<file path="src/rtl/sipo_deser_pkg.sv">
// Shared types and sizing helpers for the sipo_deser serial-to-parallel deserialiser.
// Frame length depends on SIPO_DESER_PARITY_EN (adds one even-parity bit per frame).
package sipo_deser_pkg;

    typedef enum logic {OUT_EMPTY, OUT_FULL} out_state_e;

`ifdef SIPO_DESER_PARITY_EN
    localparam int unsigned PARITY_BITS = 1;
`else
    localparam int unsigned PARITY_BITS = 0;
`endif

    function automatic int unsigned count_width(input int unsigned width);
        return $clog2(width + 1);
    endfunction

    function automatic int unsigned frame_bits(input int unsigned width);
        return width + PARITY_BITS;
    endfunction

endpackage

</file>
<file path="src/rtl/sipo_shift_core.sv">
// Shift register with selectable bit order, frame bit counter and word-complete pulse.
module sipo_shift_core #(
    parameter int unsigned WIDTH      = 8,
    parameter bit          MSB_FIRST  = 1'b0,
    parameter int unsigned FRAME_BITS = WIDTH,
    parameter int unsigned CW         = 4
) (
    input  logic             clk,
    input  logic             reset,
    input  logic             bit_valid,
    input  logic             serial_in,
    output logic [WIDTH-1:0] shift_out,
    output logic [CW-1:0]    bit_count,
    output logic             word_done,
    output logic [WIDTH-1:0] done_word
);

    logic [WIDTH-1:0] shift_q, shift_d, shifted;
    logic [CW-1:0]    count_q, count_d;
    logic             data_bit, last_bit;

    if (MSB_FIRST) begin : gen_msb_first
        assign shifted = {shift_q[WIDTH-2:0], serial_in};
    end else begin : gen_lsb_first
        assign shifted = {serial_in, shift_q[WIDTH-1:1]};
    end

    // Bits past WIDTH in a frame (the parity bit) are counted but not shifted.
    assign data_bit = (count_q < CW'(WIDTH));
    assign last_bit = (count_q == CW'(FRAME_BITS - 1));

    always_comb begin
        shift_d   = shift_q;
        count_d   = count_q;
        word_done = 1'b0;
        if (bit_valid) begin
            if (data_bit) begin
                shift_d = shifted;
            end
            count_d   = last_bit ? '0 : count_q + CW'(1);
            word_done = last_bit;
        end
    end

    assign done_word = shift_d;
    assign shift_out = shift_q;
    assign bit_count = count_q;

    always_ff @(posedge clk) begin
        if (!reset) begin
            shift_q <= '0;
            count_q <= '0;
        end else begin
            shift_q <= shift_d;
            count_q <= count_d;
        end
    end

endmodule

</file>
<file path="src/rtl/sipo_deser.sv">
// Deserialiser top: shift core plus one-entry valid/ready output register, overrun and parity.
// Optional even-parity framing enabled by defining SIPO_DESER_PARITY_EN.
module sipo_deser
    import sipo_deser_pkg::*;
#(
    parameter int unsigned WIDTH     = 8,
    parameter bit          MSB_FIRST = 1'b0
) (
    input  logic                            clk,
    input  logic                            reset,
    input  logic                            bit_valid,
    input  logic                            serial_in,
    output logic [WIDTH-1:0]                shift_out,
    output logic [$clog2(WIDTH+1)-1:0]      bit_count,
    output logic [WIDTH-1:0]                word_out,
    output logic                            word_valid,
    input  logic                            word_ready,
    output logic                            overrun,
    output logic                            parity_err
);

    localparam int unsigned CW         = count_width(WIDTH);
    localparam int unsigned FRAME_BITS = frame_bits(WIDTH);

    out_state_e       state_q, state_d;
    logic [WIDTH-1:0] word_q, word_d, done_word;
    logic             overrun_q, overrun_d;
    logic             perr_q, perr_d, perr_new;
    logic             word_done;

    sipo_shift_core #(
        .WIDTH      (WIDTH),
        .MSB_FIRST  (MSB_FIRST),
        .FRAME_BITS (FRAME_BITS),
        .CW         (CW)
    ) u_core (
        .clk        (clk),
        .reset      (reset),
        .bit_valid  (bit_valid),
        .serial_in  (serial_in),
        .shift_out  (shift_out),
        .bit_count  (bit_count),
        .word_done  (word_done),
        .done_word  (done_word)
    );

`ifdef SIPO_DESER_PARITY_EN
    // On word_done, serial_in is the parity bit itself.
    assign perr_new = (^done_word) ^ serial_in;
`else
    assign perr_new = 1'b0;
`endif

    always_comb begin
        state_d   = state_q;
        word_d    = word_q;
        overrun_d = overrun_q;
        perr_d    = perr_q;
        unique case (state_q)
            OUT_EMPTY: begin
                if (word_done) begin
                    word_d  = done_word;
                    perr_d  = perr_new;
                    state_d = OUT_FULL;
                end
            end
            OUT_FULL: begin
                if (word_ready) begin
                    if (word_done) begin
                        word_d = done_word;
                        perr_d = perr_new;
                    end else begin
                        state_d = OUT_EMPTY;
                    end
                end else if (word_done) begin
                    overrun_d = 1'b1;
                end
            end
            default: state_d = OUT_EMPTY;
        endcase
    end

    always_ff @(posedge clk) begin
        if (!reset) begin
            state_q   <= OUT_EMPTY;
            word_q    <= '0;
            overrun_q <= 1'b0;
            perr_q    <= 1'b0;
        end else begin
            state_q   <= state_d;
            word_q    <= word_d;
            overrun_q <= overrun_d;
            perr_q    <= perr_d;
        end
    end

    assign word_out   = word_q;
    assign word_valid = (state_q == OUT_FULL);
    assign overrun    = overrun_q;
    assign parity_err = perr_q;

endmodule

</file>
<file path="config.mk">
export PLATFORM = sky130hd
export DESIGN_NAME = sipo_deser
export DESIGN_NICKNAME = d
export VERILOG_FILES = /design/src/rtl/sipo_deser_pkg.sv /design/src/rtl/sipo_shift_core.sv /design/src/rtl/sipo_deser.sv
export SDC_FILE = /design/constraint.sdc
export NUM_CORES = 1
export LEC_CHECK = 0
export BUFFER_PORTS_ARGS = -buffer_cell sky130_fd_sc_hd__buf_4
export CELL_PAD_IN_SITES_DETAIL_PLACEMENT = 0
export CELL_PAD_IN_SITES_GLOBAL_PLACEMENT = 1
export CORE_ASPECT_RATIO = 2
export CORE_UTILIZATION = 30
export DETAILED_ROUTE_END_ITERATION = 10
export GPL_TIMING_DRIVEN = 0
export PLACE_DENSITY_LB_ADDON = 0.1
export RECOVER_POWER = 25
export REMOVE_ABC_BUFFERS = 1
export SETUP_SLACK_MARGIN = 0.2
export SLEW_MARGIN = 20
export SYNTH_ARGS = -nofsm -noshare
export SYNTH_HDL_FRONTEND = slang
export SYNTH_SLANG_ARGS = --single-unit
</file>
<file path="constraint.sdc">
create_clock -name clk -period 1.29 [get_ports clk]
set_clock_uncertainty 0.05 [all_clocks]
set_input_delay 0.1935 -clock clk [delete_from_list [all_inputs] [get_ports clk]]
set_output_delay 0.1935 -clock clk [all_outputs]
set_load 0.05 [all_outputs]
</file>
* Yosys cells after proc, flatten, opt, wreduce, memory -nomap -nowiden
Index checks and enable logic that the tools add are counted.
** Operators by class
- Shift operators :: 0
- Equal/unequal tests :: 2
- Mux-type cells :: 13
- Bitwise logic cells :: 2
- Order comparisons :: 1
- $mul :: 0
- Divide/modulo/power cells :: 0
- $add $sub $neg :: 1
- Reductions and logical operators :: 1
** Operator list (count)
- $mux 8 :: 4
- $pmux 8 s2 :: 1
- $mux 1 :: 5
- $add 4x1->4 const B :: 1
- $eq 4x3->1 const B :: 1
- $lt 4x4->1 const B :: 1
- $mux 4 :: 1
- $pmux 1 s2 :: 2
- $reduce_and 3->1 :: 1
- $ne 2x2->1 const B :: 1
- $not 1->1 :: 2
** Storage, ports and cells
- Bits in registers :: 23
- Latch bits :: 0
- ROM bits :: 0
- Memory bits (writable) :: 0
- Input port bits :: 5
- Word-level logic and storage cells :: 26
- Memories :: 0

* Logic depth before layout (Yosys ltp)
- Depth after elaboration :: 6
- Depth in mapped cells :: 5
- Mapped depth without buffers :: 4

* Cells and area by module
From an unflattened synthesis, not the netlist that was laid out.
** Unflattened totals
- Cell total of the unflattened synthesis :: 90
- Area, all modules :: 945.9 um^2
** Modules (own cells, without submodules)
- sipo_shift_core :: cells an instance 46, area each 529.3 um^2, times used 1
- sipo_deser :: cells an instance 44, area each 416.6 um^2, times used 1

* Worst setup path after synthesis
Ideal clock, no wire load.
- Path type :: register -> register
- Start :: register u_core.count_q[0] (netlist: u_core.bit_count[0])
- End :: register word_q[1] (netlist: word_out[1])
- Setup slack :: -502 ps
- Stages on the path, launching flop included :: 6
- Period minus slack after synthesis :: 1792 ps
- Library setup time :: 70 ps
- Arrival time :: 1673 ps
- Cells stage by stage :: dfxtp_1 -> ha_1 -> nand4b_1 -> or3b_1 -> buf_2 -> o21ai_1
** Between the ends
- Word-level cells in the longest chain between the ends :: 6
** RTL lines
- start: declaration :: RTL line sipo_shift_core.sv:19 : logic [CW-1:0] count_q, count_d;
- start signal: assignment :: RTL line sipo_shift_core.sv:55 : count_q <= count_d;
- $lt 4x4->1 :: RTL line sipo_shift_core.sv:29 : assign data_bit = (count_q < CW'(WIDTH));
- $mux 8 :: RTL line sipo_shift_core.sv:37 : if (data_bit) begin
- $mux 8 :: RTL line sipo_shift_core.sv:36 : if (bit_valid) begin
- $mux 8 (*) :: RTL line sipo_deser.sv:61, sipo_deser.sv:69
- $mux 8 :: RTL line sipo_deser.sv:68 : if (word_ready) begin
- $pmux 8 s2 (*) :: RTL line sipo_deser.sv:59 : unique case (state_q)
- end signal: assignment :: RTL line sipo_deser.sv:91 : word_q <= word_d;
- end: declaration :: RTL line sipo_deser.sv:26 : logic [WIDTH-1:0] word_q, word_d, done_word;
Mark *: on every way between the ends. The rest lies on a longest branch, timed or not. The select of a mux whose other input is x is not followed.
A chain may end at the register's enable or synchronous reset.

* Worst setup path after layout
- Start :: register u_core.count_q[1] (netlist: u_core.bit_count[1])
- End :: register word_q[6] (netlist: word_out[6])
Same word-level chain as after synthesis.

==> impl_metrics.json <==
{
  "status": "complete, but fails checks",
  "violations": "setup timing",
  "final_nets": 121,
  "drt_iter0_drc": 3,
  "crit_path_start_kind": "flip-flop",
  "grt_use_total_pct": 14.25,
  "fp.dieH_um": 77.70,
  "period_share_pct": 107.3,
  "antenna_left": 0,
  "syn-cell-area_sq_um": 859.6,
  "p_per_area_mw_per_mm2": 948.1,
  "clock_path_buffers": 2,
  "overflow": 0,
  "cts_htree_levels": 1,
  "grt_pass1_wl_mm": 3.118,
  "antenna_found_initial": 0,
  "rows": 27,
  "gp_congestion": 0.6303,
  "dp.cells": 131,
  "grt_max_degree": 24,
  "firstDrtPassIters": 4,
  "rsz0062_at_grt": "yes",
  "synth_area_leader_cell": "dfxtp_1",
  "finalSetupViolCount": 8,
  "synthTopCellsByArea": "dfxtp_1, mux2i_1, nor2b_1",
  "clk_latency_ns": 0.26,
  "ys.warnings.count": 0,
  "synth_ff_type": "dfxtp_1",
  "hold_start": "serial_in",
  "min_path_cells": 3,
  "leakage_nw": 0.5368,
  "avgSynthCellArea_sq_um": 10.36,
  "critical_path_class": "reg2reg",
  "ios": 28,
  "dp_hpwl_mm": 1.332,
  "yosysUniqueCellTypes": 24,
  "num_antenna_cells": 0,
  "hold_ws_ns": 0.1603,
  "first_global_vias": 662,
  "period_minus_slack_ns": 1.384,
  "timing.critical_path.arrival_ns": 1.53,
  "path_max_fanout": 8,
  "timing.rr.end": "word_out[6]",
  "design_area_sq_mm": 0.001438,
  "async_reset_ff_share_pct": 0,
  "netlist.area_leader.share_pct": 51.24,
  "seq_area_frac_synth_pct": 51.24,
  "port-buffer-count": 26,
  "chipWidth_um": 39.85,
  "crit_path_end_kind": "flip-flop",
  "clock_sinks": 22,
  "slew_viol_final": 0,
  "drive_gt1_share_pct": 59.65,
  "reg2reg_depth": 4,
  "core-area_sq_mm": 0.002736,
  "fmax_ghz": 0.7224,
  "synth_common_cells": "dfxtp_1, nor2b_1, mux2i_1, o211ai_1, o21ai_1",
  "postCtsHoldBufs": 0,
  "dieArea_sq_mm": 0.003096,
  "postSynthCellCount": 83,
  "reg2reg_setup_slack_ns": -0.09,
  "start_util_pct": 31.41,
  "synth_seq_cells": 22,
  "cts_tree": "yes",
  "hold-path-endpoint": "u_core.shift_out[7]",
  "clkTransAtPathRegs_ns": 0.08,
  "maxCapViolCount": 0,
  "syn_to_final_growth_pct": 67.25,
  "drc": 0,
  "place_area_sq_mm": 0.001059,
  "hold_viol_final": 0,
  "vias_per_cell": 4.916,
  "postLayoutSetupSlackWorst_ns": -0.09427,
  "vias": 703,
  "synth_edf_count": 0,
  "pre_cts_ws_ns": -0.7671,
  "finalNonFillerCells": 143,
  "min_path_type": "in2reg",
  "vdd_drop_max_v": 0.0006854,
  "r2r-start": "u_core.bit_count[1]",
  "root_buffer": "clkbuf_8",
  "worstPathRequired_ns": 1.44,
  "wirelength_mm": 1.993,
  "cts_buffers": 3,
  "synth_most_common_cell": "dfxtp_1",
  "wl_per_cell_um": 13.94
}
## stage by stage
| stage | setup TNS [ns] | utilization [%] | power (mW) |
|---|---|---|---|
| 6_report | -0.6698 | 52.54 | 1.363 |
| 5_1_grt | -1.212 | 52.54 | 1.414 |
| 4_1_cts | -0.6137 | 45.63 | 1.336 |
| 3_5_place_dp | -7.395 | 38.68 | 0.8216 |
| 3_3_place_gp | -7.518 | 38.68 | 0.8202 |
| 2_1_floorplan | -9.169 | - | 0.7798 |
## power breakdown
group          switching [mW]  total (mW)  internal, mW
Sequential             0.0132       0.696         0.682
Clock                   0.217       0.488         0.272
Combinational          0.0889       0.179        0.0903
## worst max-delay path, stage by stage, from the launching register on
cell,delay (ns)
dfxtp_2,0.36
ha_4,0.13
nand4b_1,0.14
or3b_4,0.49
o21ai_1,0.15
## cell type report
| type | count | area [sq um] |
|---|---|---|
| fillers | 263 | 1299 |
| multi-input cells | 54 | 533.0 |
| flip-flops and latches | 22 | 465.4 |
| repair buffers | 34 | 347.8 |
| clock buffers | 4 | 55.05 |
| well taps | 29 | 36.28 |
## layout by cell type (no fill, tap or decap), types with 2 or more instances in the layout
cell	instances
buf_4	16
buf_6	14
dfxtp_1	10
nor2b_1	9
mux2i_4	8
o211ai_1	8
dfxtp_2	8
o21ai_2	5
clkbuf_8	4
dfxtp_4	4
o21ai_1	3
nand3b_1	2
nand2b_1	2
xnor2_1	2
buf_8	2
buf_12	2
## sequential cells by signal, summed over array words and instances (netlist names)
register and count:
word_out 8, overrun 1, u_core.shift_out 8, u_core.bit_count 4
word_valid 1
## per-layer routing
layer | GRT usage, % | part of all wire, % | wire [um]
met3 | 2.000 | 3.1 | 61
met1 | 17.28 | 39 | 771
met2 | 23.44 | 57 | 1138
met4 | 6.207 | 1.1 | 21
met5 | 0 | 0 | 0
## cell families (layout without fill, tap and decap cells)
family          count (synthesis)  count (layout)  synth area share (%)
compound gates                 19              19                 14.27
flops                          22              22                 51.24
buf+inv                         7              38                 3.784
simple gates                   22              22                 16.30
fa+ha+maj                       1               1                 1.455
xor+xnor                        2               2                 2.038
other cells                     1               1                0.4363
mux                             9               9                 10.48
## what timing repair did
action | CTS | global route
resized for setup | 30 | 32
pin swaps | 10 | 3
setup endpoints to repair | 26 | 30
buffers inserted | 4 | 4
hold endpoints to repair | 0 | 0
## worst max path at each step
stage,startpoint,to,slack (ns)
floorplan,u_core.bit_count[0],word_out[1],-0.73
global placement,u_core.bit_count[0],word_out[2],-0.75
detailed placement,u_core.bit_count[0],word_out[4],-0.77
CTS,u_core.bit_count[1],word_out[7],-0.08
global route,u_core.bit_count[1],word_out[6],-0.16
finish,u_core.bit_count[1],word_out[6],-0.09
No activity file was read; power rests on OpenSTA's default activity.
